**src/rtl/spi_pkg.sv**
```systemverilog
// Shared types and limits for the parametrised SPI master.
package spi_pkg;

  typedef enum logic [1:0] {
    ST_IDLE,
    ST_LEAD,
    ST_SHIFT,
    ST_TRAIL
  } spi_state_t;

  typedef struct packed {
    logic cpol;
    logic cpha;
  } spi_mode_t;

  localparam int MIN_DATA_W = 2;
  localparam int MIN_NUM_CS = 1;

  // A single peripheral still gets a 1-bit select port.
  function automatic int sel_w(input int n);
    return (n > MIN_NUM_CS) ? $clog2(n) : 1;
  endfunction

endpackage

```
**src/rtl/spi_sck_gen.sv**
```systemverilog
// SCK divider and edge generator: one tick every clk_div+1 cycles while run is high;
// sck toggles on each tick while edge_en is high and otherwise rests at cpol.
module spi_sck_gen
  import spi_pkg::*;
#(
  parameter int DIV_W = 8
) (
  input  logic             clk,
  input  logic             rst,
  input  logic             run,
  input  logic             edge_en,
  input  logic             cpol,
  input  logic [DIV_W-1:0] clk_div,
  output logic             tick,
  output logic             lead_pulse,
  output logic             trail_pulse,
  output logic             sck
);

  logic [DIV_W-1:0] cnt;
  logic             phase;

  // Compare-then-reload keeps clk_div = all ones free of wrap artefacts.
  assign tick        = run && (cnt == clk_div);
  assign lead_pulse  = tick && edge_en && !phase;
  assign trail_pulse = tick && edge_en && phase;

  always_ff @(posedge clk) begin
    if (rst) begin
      cnt   <= '0;
      phase <= 1'b0;
      sck   <= 1'b0;
    end else begin
      if (!run || tick) cnt <= '0;
      else              cnt <= cnt + 1'b1;

      if (!edge_en) begin
        phase <= 1'b0;
        sck   <= cpol;
      end else if (tick) begin
        phase <= ~phase;
        sck   <= ~sck;
      end
    end
  end

endmodule

```
**src/rtl/spi_master_param.sv**
```systemverilog
// Multi-mode SPI master: DATA_W-bit MSB-first transfers to one of NUM_CS peripherals.
// Start is taken only in IDLE (not in the done cycle); done pulses at 1+(2*DATA_W+1)*H.
module spi_master_param
  import spi_pkg::*;
#(
  parameter int DATA_W = 8,
  parameter int NUM_CS = 4,
  parameter int DIV_W  = 8
) (
  input  logic                      clk,
  input  logic                      rst,
  input  logic                      start,
  input  logic [sel_w(NUM_CS)-1:0]  cs_sel,
  input  logic                      cpol,
  input  logic                      cpha,
  input  logic [DIV_W-1:0]          clk_div,
  input  logic [DATA_W-1:0]         tx_data,
  input  logic                      miso,
  output logic                      sck,
  output logic                      mosi,
  output logic [NUM_CS-1:0]         cs_n,
  output logic                      busy,
  output logic                      done,
  output logic [DATA_W-1:0]         rx_data
);

  localparam int CNT_W = $clog2(2*DATA_W+1);
  localparam logic [CNT_W-1:0] LAST_EDGE = CNT_W'(2*DATA_W-1);

  spi_state_t       state, state_nxt;
  spi_mode_t        mode_q;
  logic [DIV_W-1:0] div_q;
  logic [DATA_W-1:0] tx_q, rx_q;
  logic [CNT_W-1:0] edge_cnt;
  logic accept, run, edge_en, tick, lead_pulse, trail_pulse;
  logic edge_pulse, shift_ev, sample_ev, last_edge;

  assign accept     = (state == ST_IDLE) && start && !done && (32'(cs_sel) < NUM_CS);
  assign run        = (state != ST_IDLE);
  assign edge_en    = (state == ST_LEAD) || (state == ST_SHIFT);
  assign edge_pulse = lead_pulse || trail_pulse;
  assign shift_ev   = mode_q.cpha ? lead_pulse : trail_pulse;
  assign sample_ev  = mode_q.cpha ? trail_pulse : lead_pulse;
  assign last_edge  = edge_pulse && (edge_cnt == LAST_EDGE);
  assign busy       = run;

  spi_sck_gen #(.DIV_W(DIV_W)) u_sck_gen (
    .clk         (clk),
    .rst         (rst),
    .run         (run),
    .edge_en     (edge_en),
    .cpol        (mode_q.cpol),
    .clk_div     (div_q),
    .tick        (tick),
    .lead_pulse  (lead_pulse),
    .trail_pulse (trail_pulse),
    .sck         (sck)
  );

  always_ff @(posedge clk) begin
    if (rst) state <= ST_IDLE;
    else     state <= state_nxt;
  end

  always_comb begin
    state_nxt = state;
    case (state)
      ST_IDLE:  if (accept)     state_nxt = ST_LEAD;
      ST_LEAD:  if (lead_pulse) state_nxt = ST_SHIFT;
      ST_SHIFT: if (last_edge)  state_nxt = ST_TRAIL;
      ST_TRAIL: if (tick)       state_nxt = ST_IDLE;
      default:                  state_nxt = ST_IDLE;
    endcase
  end

  always_ff @(posedge clk) begin
    if (rst) begin
      mode_q   <= '0;
      div_q    <= '0;
      tx_q     <= '0;
      rx_q     <= '0;
      edge_cnt <= '0;
      mosi     <= 1'b0;
      cs_n     <= '1;
      done     <= 1'b0;
      rx_data  <= '0;
    end else begin
      done <= 1'b0;

      // Mode tracks the pins while idle so sck rests at the requested polarity.
      if (state == ST_IDLE) begin
        mode_q.cpol <= cpol;
        mode_q.cpha <= cpha;
      end

      if (accept) begin
        div_q    <= clk_div;
        cs_n     <= ~(NUM_CS'(1) << cs_sel);
        edge_cnt <= '0;
        rx_q     <= '0;
        if (cpha) begin
          tx_q <= tx_data;
          mosi <= 1'b0;
        end else begin
          tx_q <= tx_data << 1;
          mosi <= tx_data[DATA_W-1];
        end
      end

      if (edge_pulse) edge_cnt <= edge_cnt + 1'b1;

      if (shift_ev) begin
        mosi <= tx_q[DATA_W-1];
        tx_q <= tx_q << 1;
      end

      if (sample_ev) rx_q <= {rx_q[DATA_W-2:0], miso};

      if ((state == ST_TRAIL) && tick) begin
        cs_n    <= '1;
        done    <= 1'b1;
        rx_data <= rx_q;
        mosi    <= 1'b0;
      end
    end
  end

endmodule
```
**config.mk**
```make
export PLATFORM = sky130hd
export DESIGN_NAME = spi_master_param
export DESIGN_NICKNAME = d
export VERILOG_FILES = /design/src/rtl/spi_pkg.sv /design/src/rtl/spi_sck_gen.sv /design/src/rtl/spi_master_param.sv
export SDC_FILE = /design/constraint.sdc
export NUM_CORES = 1
export LEC_CHECK = 0
export ABC_AREA = 1
export CAP_MARGIN = 20
export CORE_AREA = 2 2 99 101
export CTS_CLUSTER_SIZE = 16
export DETAILED_ROUTE_END_ITERATION = 16
export DIE_AREA = 0 0 101 103
export PLACE_DENSITY = 0.51
export SLEW_MARGIN = 20
export SYNTH_ARGS = -nofsm -noshare
export SYNTH_HDL_FRONTEND = slang
export SYNTH_SLANG_ARGS = --single-unit
```
**constraint.sdc**
```tcl
create_clock -name clk -period 2.3 [get_ports clk]
set_input_delay 0.46 -clock clk [delete_from_list [all_inputs] [get_ports clk]]
set_output_delay 0.46 -clock clk [all_outputs]
set_load 0.1 [all_outputs]
```
==> results.sh <==
export IMPL_ys_seq_area_share_pct=41.7
export IMPL_wl_per_cell_um=11.2
export IMPL_cp_slowest_stage_delay_ns=0.42
export IMPL_row_count=36
export IMPL_synth_seq_cells=57
export IMPL_crit_family="simple AND/OR/NAND/NOR gates"
export IMPL_rrSetupSlack_ns=0.45
export IMPL_syn_to_final_growth_pct=25.7
export IMPL_max_freq_mhz=540
export IMPL_grt_first_pass_wirelength_um=10500
export IMPL_max_cap_violations=0
export IMPL_portBuffers=39
export IMPL_io_pins=40
export IMPL_root_buffer="clkbuf_8"
export IMPL_hold_class="reg2reg"
export IMPL_clkSlewWorstSetupHoldPaths_ns=0.07
export IMPL_fin_util_pct=36.4
export IMPL_cp_slowest_cell="dfxtp_1"
export IMPL_cts_setup_buffers=0
export IMPL_critPathKind="reg2reg"
export IMPL_antennaDiodeCount=0
export IMPL_rsz0062_at_grt="false"
export IMPL_drt_pre_antenna_iters=4
export IMPL_crit_chain="inv_2, nand2_1, nand2_1, nor2_2, nand2_2, nor2_8, nand2_2, buf_4, nor2_4, inv_2, nand2_1, inv_1, nand2_1, a21oi_1"
export IMPL_yosys_warnings=0
export IMPL_finalNetCount=453
export IMPL_final_hold_viol_count=0
export IMPL_cts_hold_buf=0
export IMPL_clk_latency_ns=0.33
export IMPL_fp_dieArea_um2=10400
export IMPL_final_cell_mix="106 x nand2_1, 57 x dfxtp_1, 40 x inv_1"
export IMPL_cts_buffer_depth=2
export IMPL_tightest_slew_ns=0.360
export IMPL_post_cts_resize_count=0
export IMPL_drtAntennaViolNets=0
export IMPL_grt_pass1_vias=2336
export IMPL_cts_made_buffers=9
export IMPL_cp_arrival_ns=2.06
export IMPL_stdcell_count=540
export IMPL_syn_area_per_cell_um2=7.30
export IMPL_drt_wl_total_um=6030
export IMPL_core_um2=9460
export IMPL_drive_above_1_share_pct=15.0
export IMPL_pre_cts_slack_ns=0.353
export IMPL_start_util_pct=28.9
export IMPL_placed_area_um2=3250
export IMPL_period_needed_ns=1.85
export IMPL_synthesis_area_um2=2740
export IMPL_async_reset_ff_share_pct=0
export IMPL_synth_main_ff_cell="dfxtp_1"
export IMPL_fin_crit_sh_pct=80.5
export IMPL_tns_ns=0
export IMPL_synth_cells=375
export IMPL_htree_levels=3
export IMPL_crit_buf_inv=4
export IMPL_synth_cell_types=30
export IMPL_placed_cells=524
export IMPL_vias=2391
export IMPL_status="complete, no violations"
export IMPL_crit_fanout=6
export IMPL_synth_edff_count=0
export IMPL_cp_start_kind="flip-flop"
export IMPL_slew_headroom_pct=76.0
export IMPL_stdcell_area_um2=3440
export IMPL_worst_slack_ns=0.448
export IMPL_grt_usage_pct=12.7
export IMPL_antenna_found_initial=0
export IMPL_cts_tree="done"
export IMPL_final_common_cell="nand2_1"
export IMPL_cp_end_kind="flip-flop"
export IMPL_setup_viol=0
export IMPL_ir_worst_vdd_uv=285
export IMPL_p_per_area_nw_per_um2=1030
export IMPL_drv_slew=0
export IMPL_critPathMostFrequentCell="nand2_1"
export IMPL_die_w_um=101
export IMPL_syn_num_nets=407
export IMPL_grt_overflow=0
export IMPL_dr_first_iter_drc_count=77
export IMPL_via_per_inst=4.43
export IMPL_cts_sinks=57
export IMPL_drc=0
export IMPL_worstPathRequired_ns=2.51
export IMPL_gp_congestion=0.788
export IMPL_grt_max_degree=19
export IMPL_dpl_hpwl_um=4450
export IMPL_die_h_um=103
export IMPL_finalClockSkew_ns=0.00714
export IMPL_p_leak_nw=1.45
-- sequential cells by signal (all words and copies together) (netlist names), 2 cells and up --
signal,count
div_q,8
rx_data,8
rx_q,8
tx_q,8
u_sck_gen.cnt,8
edge_cnt,5
cs_n,4
mode_q,2
state,2
-- worst reg2reg max path, stage by stage, from the launching register on --
cell	delay, ns
dfxtp_1	0.42
inv_2	0.04
nand2_1	0.05
nand2_1	0.06
nor2_2	0.14
nand2_2	0.11
nor2_8	0.19
nand2_2	0.08
buf_4	0.16
nor2_4	0.15
inv_2	0.06
nand2_1	0.07
inv_1	0.08
nand2_1	0.06
a21oi_1	0.05
-- cell families after synthesis --
logic type                 after synthesis  share of synthesized area (%)
AOI/OAI and AO/OA                       63                           12.9
xor gates and xnor gates                 4                           1.28
adders and majority gates                8                           3.66
buffers and inverters                   62                           9.09
DFF                                     57                           41.7
muxes                                    1                          0.823
and+or+nand+nor                        180                           30.6
-- report_power, final --
part / internal [mW] / switching (mW)
registers: 1.13 / 0.0891
clock network: 0.521 / 0.408
logic: 0.437 / 0.964
total: 2.09 / 1.46
-- per-stage QoR --
step	hold slack, ns	power, mW
4_1_cts	0.459	3.59
3_3_place_gp	0.449	2.65
5_1_grt	0.478	3.79
3_5_place_dp	0.451	2.65
6_report	0.460	3.55
2_1_floorplan	0.430	2.28
-- Yosys cell counts, types with 3 or more instances --
cell type | n | area, µm²
nand2_1 | 106 | 398
dfxtp_1 | 57 | 1140
inv_1 | 40 | 150
nand3_1 | 33 | 165
a21oi_1 | 32 | 160
o21ai_0 | 20 | 100
nor2_1 | 18 | 67.6
clkbuf_1 | 9 | 33.8
a22o_1 | 8 | 70.1
ha_1 | 8 | 100
inv_2 | 6 | 22.5
nand2_2 | 5 | 31.3
xor2_1 | 4 | 35.0
clkinv_1 | 3 | 11.3
nand2_4 | 3 | 33.8
nand4_1 | 3 | 18.8
nor3_1 | 3 | 15.0
-- path summary, 6_finish.rpt --
check	start	endpoint	depth (start not counted)
max	u_sck_gen.cnt[5]	edge_cnt[3]	14
min	tx_q[0]	tx_q[0]	2
max reg2reg	u_sck_gen.cnt[5]	edge_cnt[3]	14
min reg2reg	tx_q[0]	tx_q[0]	2
-- routing by layer --
layer | vias up | wire length [µm] | global-route usage, % | share of wire (%)
met5 | - | 0 | 0 | 0
met2 | 40 | 2670 | 20.7 | 44
met1 | 1042 | 2990 | 15.8 | 50
met3 | 10 | 256 | 3.59 | 4.2
li1 | 1299 | - | - | -
met4 | 0 | 109 | 5.09 | 1.8
-- area by class of cell --
class                      count  area [µm²]
clock inverter                 6        57.6
sequential                    57        1140
timing repair buffer          48         430
tap                          114         143
fill                        1010        6020
multi-input combinational    256        1350
clock buffer                  10         138
inverter                      49         185
No activity file was read; power rests on OpenSTA's default activity.
